$ cat src/rtl/serial_arith_pkg.sv
// Shared types and constants for the bit-serial arithmetic blocks.
// Holds the sequencer state enum, the default operand width and the counter sizing helper.
package serial_arith_pkg;

  typedef enum logic [0:0] {
    IDLE  = 1'b0,
    SHIFT = 1'b1
  } state_e;

  localparam int unsigned DEFAULT_WIDTH = 8;

  // Bits needed to count 0 .. width-1; never narrower than one bit.
  function automatic int unsigned cnt_width(input int unsigned width);
    return (width < 2) ? 1 : $clog2(width);
  endfunction

endpackage

$ cat src/rtl/full_subtractor_1bit.sv
// One-bit full subtractor cell, the borrow counterpart of the serial adder's full-adder cell.
// Purely combinational: difference and borrow-out from a, b and borrow-in.
module full_subtractor_1bit (
  input  logic i_a,
  input  logic i_b,
  input  logic i_bin,
  output logic o_d_c,
  output logic o_bout_c
);

  always_comb begin
    o_d_c    = i_a ^ i_b ^ i_bin;
    o_bout_c = (~i_a & i_b) | (~(i_a ^ i_b) & i_bin);
  end

endmodule

$ cat src/rtl/serial_subtractor.sv
// Bit-serial two's-complement subtractor: one bit pair per clock, LSB first, registered borrow.
// Parallel operands in, parallel difference and final borrow out under a start/busy/done handshake.
module serial_subtractor
  import serial_arith_pkg::*;
#(
  parameter int unsigned WIDTH = DEFAULT_WIDTH
) (
  input  logic             clk,
  input  logic             rst,
  input  logic             i_start,
  input  logic [WIDTH-1:0] i_a_data,
  input  logic [WIDTH-1:0] i_b_data,
  output logic             o_busy,
  output logic             o_done,
  output logic [WIDTH-1:0] o_diff,
  output logic             o_borrow_out
);

  localparam int unsigned CNT_W = cnt_width(WIDTH);

  state_e             r_state;
  state_e             w_state_nxt;
  logic [WIDTH-1:0]   r_sra;
  logic [WIDTH-1:0]   r_srb;
  logic [WIDTH-1:0]   r_srd;
  logic               r_borrow;
  logic [CNT_W-1:0]   r_cnt;
  logic               r_done;
  logic [WIDTH-1:0]   r_diff;
  logic               r_borrow_out;
  logic               w_d;
  logic               w_bo;
  logic               w_last;

  full_subtractor_1bit u_fs (
    .i_a      (r_sra[0]),
    .i_b      (r_srb[0]),
    .i_bin    (r_borrow),
    .o_d_c    (w_d),
    .o_bout_c (w_bo)
  );

  assign w_last = (r_cnt == CNT_W'(WIDTH - 1));

  always_ff @(posedge clk) begin
    if (rst) r_state <= IDLE;
    else     r_state <= w_state_nxt;
  end

  always_comb begin
    w_state_nxt = r_state;
    case (r_state)
      IDLE:    if (i_start) w_state_nxt = SHIFT;
      SHIFT:   if (w_last)  w_state_nxt = IDLE;
      default: w_state_nxt = IDLE;
    endcase
  end

  // Datapath: operand capture, serial shift, and result commit on the final bit.
  always_ff @(posedge clk) begin
    if (rst) begin
      r_sra        <= '0;
      r_srb        <= '0;
      r_srd        <= '0;
      r_borrow     <= 1'b0;
      r_cnt        <= '0;
      r_done       <= 1'b0;
      r_diff       <= '0;
      r_borrow_out <= 1'b0;
    end else begin
      r_done <= 1'b0;
      case (r_state)
        IDLE: begin
          if (i_start) begin
            r_sra    <= i_a_data;
            r_srb    <= i_b_data;
            r_srd    <= '0;
            r_borrow <= 1'b0;
            r_cnt    <= '0;
          end
        end
        SHIFT: begin
          r_sra    <= r_sra >> 1;
          r_srb    <= r_srb >> 1;
          r_srd    <= {w_d, r_srd[WIDTH-1:1]};
          r_borrow <= w_bo;
          r_cnt    <= r_cnt + CNT_W'(1);
          if (w_last) begin
            r_diff       <= {w_d, r_srd[WIDTH-1:1]};
            r_borrow_out <= w_bo;
            r_done       <= 1'b1;
          end
        end
        default: ;
      endcase
    end
  end

  assign o_busy       = (r_state == SHIFT);
  assign o_done       = r_done;
  assign o_diff       = r_diff;
  assign o_borrow_out = r_borrow_out;

endmodule

$ cat config.mk
export PLATFORM = sky130hd
export DESIGN_NAME = serial_subtractor
export DESIGN_NICKNAME = d
export VERILOG_FILES = /design/src/rtl/serial_arith_pkg.sv /design/src/rtl/full_subtractor_1bit.sv /design/src/rtl/serial_subtractor.sv
export SDC_FILE = /design/constraint.sdc
export NUM_CORES = 1
export LEC_CHECK = 0
export CORE_MARGIN = 4
export CORE_UTILIZATION = 40
export DETAILED_ROUTE_END_ITERATION = 10
export SLEW_MARGIN = 15
export SYNTH_ARGS = -nofsm -noshare
export SYNTH_HDL_FRONTEND = slang
export SYNTH_SLANG_ARGS = --single-unit
$ cat constraint.sdc
create_clock -name clk -period 2 [get_ports clk]
set_input_delay 0.4 -clock clk [delete_from_list [all_inputs] [get_ports clk]]
set_output_delay 0.4 -clock clk [all_outputs]
set_load 0.1 [all_outputs]
==> reports/results.md <==
| Stage | Quantity | Reported |
| --- | --- | --- |
| status | Outcome | finished clean |
| drt | Post-detailed-route count of antenna-violating nets | 0 |
| drt | Number of DRC markers after the initial detailed-route iteration | 126 |
| synth | Leading area contributor after synthesis | dfxtp_1 |
| layout | Final nets | 215 |
| cts | Clock Tree Buf Depth | 2 |
| timing | RSZ-0062 raised after global routing | no |
| grt | Global Route met3 Usage | 0.0360 |
| drt | Avg Vias per Cell | 5.07 |
| grt | Via count of the first global-routing pass | 1179 |
| grt | Most congested layer reported by global routing | met2 |
| layout | Fin util | 0.515 |
| timing | Number of max-slew violations in the final report | 0 |
| layout | Layout Area Growth over Synthesis | 23.9% |
| timing | Fmax | 640 MHz |
| flow run | Max-cap viol count | 0 |
| synth | Post-synthesis instance total | 169 |
| cts | H-tree level count | 2 |
| synth | Netlist Area Pre-Place | 0.00166 sq mm |
| synth | Number of enable flip-flop cells after synthesis | 0 |
| power | Static leakage power | 0.795 nW |
| timing | Post-route fraction of the period consumed by the critical path | 0.781 |
| die | Core outline area | 0.00400 sq mm |
| cts | CTS tree | done |
| hold path | Worst hold path class | reg2reg |
| cts | Hold-fix buffer count after cts | 0 |
| synth | Most common library cells after synthesis | dfxtp_1 (38), a21oi_1 (20), mux2i_1 (16) |
| timing | Sum of negative setup slack | 0 ps |
| drt | Wirelength, routed | 3.25 mm |
| grt | Global-route wire length before repair | 5.43 mm |
| timing | Worst Max-Slew Pin Slew | 700 ps |
| layout | Share of post-route cells with drive strength above 1 | 0.165 |
| place | GPL Wtd Cong | 0.736 |
| critical path | Maximum fanout count along the critical path | 20 |
| synth | Fraction of synthesized cell area in xor and xnor cells | 0 |
| critical path | Crit Path Class | reg2reg |
| critical path | Endpoint required time on the critical path | 2190 ps |
| synth | Top area cells in the synthesized netlist | dfxtp_1 (46%), mux2i_1 (9.6%), a211oi_1 (6.8%) |
| cts | Clock sink count | 38 |
| synth | Flip-flop cell with the highest count after synthesis | dfxtp_1 |
| drt | # DRC | 0 |
| cts | Insertion delay to the later sink of the worst-skew pair | 290 ps |
| synth | Post-synthesis register bit count | 38 |
| power | Power density of the placed cells | 778 mW/mm^2 |
| cts | Post-CTS Repair Setup Buffers | 0 |
| cts | Clock-pin transition on the worst setup and hold timing paths | 70 ps |
| synth | Share of the synthesized area in compound gates (AO/OA/AOI/OAI) | 0.181 |
| synth | Synth cell types | 22 |
| synth | Post-synthesis mux area share | 0.0963 |
| place | Buffers added on ports | 29 |
| die | Top-level port count | 30 |
| critical path | Crit-path cells | ha_1 -> ha_1 -> a21oi_1 -> a311oi_1 |
| critical path | Worst Setup End Kind | flip-flop |
| die | Die Area | 0.00525 sq mm |
| critical path | Cell repeated most along the worst path | ha_1 |
| timing | Layout Skew | 4.08 ps |
| critical path | Highest-delay cell along the critical path | ha_1 |
| die | Row count | 23 |
| timing | Final number of setup-violating endpoints | 0 |
| critical path | WP buf/inv | 0 |
| synth | Count of warnings emitted by yosys | 0 |
| timing | Final hold violation count | 0 |
| cts | Root buffer cell | clkbuf_8 |
| drt | First drt pass iteration count | 4 |
| grt | Met1 Usage GRT | 0.162 |
| timing | Max-slew headroom | 0.533 |
| die | Chip width | 72.5 um |
| synth | Average footprint of a synthesized cell | 9.84 sq um |
| drt | Average wire per standard cell | 13.3 um |
| layout | Number of inserted diodes | 0 |
| synth | Post-synthesis simple-gate area fraction | 0.175 |
| drt | Total via count in the routed design | 1236 |
| grt | GR Util met2 | 0.209 |
| grt | Initial antenna violation count | 0 |
| synth | Top-area cell type share of the netlist area | 0.457 |
| die | Effective utilization at floorplan | 0.416 |
| synth | Adder-Cell Fraction of Synth Area | 0.0271 |
| cts | Post-cts gate resize count | 0 |
| die | Y dimension of the die | 72.5 um |
| grt | Largest net degree at the start of global routing | 39 |
| critical path | Worst path max stage delay | 600 ps |
| place | Placed wire-length estimate after detailed placement | 2.05 mm |
| critical path | Dominant delay contributor by cell family on the critical path | adder cells |
| synth | Portion of the post-synthesis area used by sequential elements | 0.457 |
| critical path | Nature of the critical path startpoint | flip-flop |
| cts | Number of clock buffers inserted by TritonCTS | 5 |
| synth | Main combinational cell family by area after synthesis | compound AO/OA/AOI/OAI gates |
| critical path | Data arrival time of the worst path | 1750 ps |
| synth | Post-synthesis async set-or-reset flop share | 0 |
| power | VDD IR-drop max | 0.427 mV |
| synth | Total nets after synthesis | 191 |
| grt | Total track usage | 0.132 |
| synth | Most frequent cell after synthesis | dfxtp_1 |
| timing | Post-layout minimum cycle time | 1560 ps |
| grt | Total gr overflow | 0 |
==> final timing paths <==
| check | start | endpoint | slack [ps] | cells after the start |
|---|---|---|---|---|
| worst min register to register | r_srd[4] | r_srd[3] | 460 | 2 |
| worst max register to register | r_cnt[0] | o_borrow_out | 440 | 4 |
| worst max-delay path | r_cnt[0] | o_borrow_out | 440 | 4 |
| worst min-delay path | r_srd[4] | r_srd[3] | 460 | 2 |
==> cells in the final DEF (no fill, tap or decap), types with 3 or more instances in the layout <==
master and n:
inv_1 3, nor2b_1 14, mux2i_1 16, clkdlybuf4s50_1 18
nand3_1 8, a21oi_1 20, clkbuf_8 8, dfxtp_1 38
a21bo_2 8, buf_4 13, or3b_1 10, nand2_1 10
a211oi_1 15
==> where the power goes <==
group          switching (mW)  internal (mW)
sequential             0.0188          0.789
clock                   0.259          0.348
combinational          0.0944         0.0921
==> cell type report <==
class | count | area [sq um]
fill | 355 | 1940
multi-input combinational | 112 | 798
sequential | 38 | 761
timing repair buffer | 33 | 318
clock buffer | 8 | 110
tap | 50 | 62.6
inverter | 3 | 11.3
==> kinds of logic after synthesis <==
kind of cell,Yosys count
buffers and inverters,19
DFF,38
AOI/OAI and AO/OA,44
muxes,16
adders and majority gates,3
and+or+nand+nor,49
==> worst min-delay path: stages, from the launching register on <==
cell,delay [ps]
dfxtp_1,320
nand2_1,50
a21oi_1,50
==> per-stage QoR <==
stage | instance area (sq um) | total power [mW] | std cells | hold WS, ps | worst slack, ps
global placement | 1950 | 1.01 | 236 | 452 | 319
detailed placement | 1950 | 1.01 | 236 | 455 | 290
floorplan | 1660 | 0.947 | 169 | 438 | 254
CTS | 2060 | 1.62 | 244 | 465 | 428
global route | 2060 | 1.67 | 244 | 479 | 281
finish | 2060 | 1.60 | 244 | 463 | 439
==> flip-flops by register name, summed over array words and instances, names as in the netlist <==
signal and cells:
o_diff 8, r_sra 8, r_srb 8, r_srd 7, r_cnt 3, o_borrow_out 1
o_busy 1, o_done 1, r_borrow 1
==> per-layer routing <==
| layer | vias up | wire [um] | part of all wire |
|---|---|---|---|
| li1 | 641 | - | - |
| met1 | 566 | 1540 | 0.47 |
| met2 | 21 | 1510 | 0.46 |
| met3 | 8 | 130 | 0.040 |
| met4 | 0 | 74 | 0.023 |
| met5 | - | 0 | 0 |
Note: power is estimated with default switching activity, not from simulation.
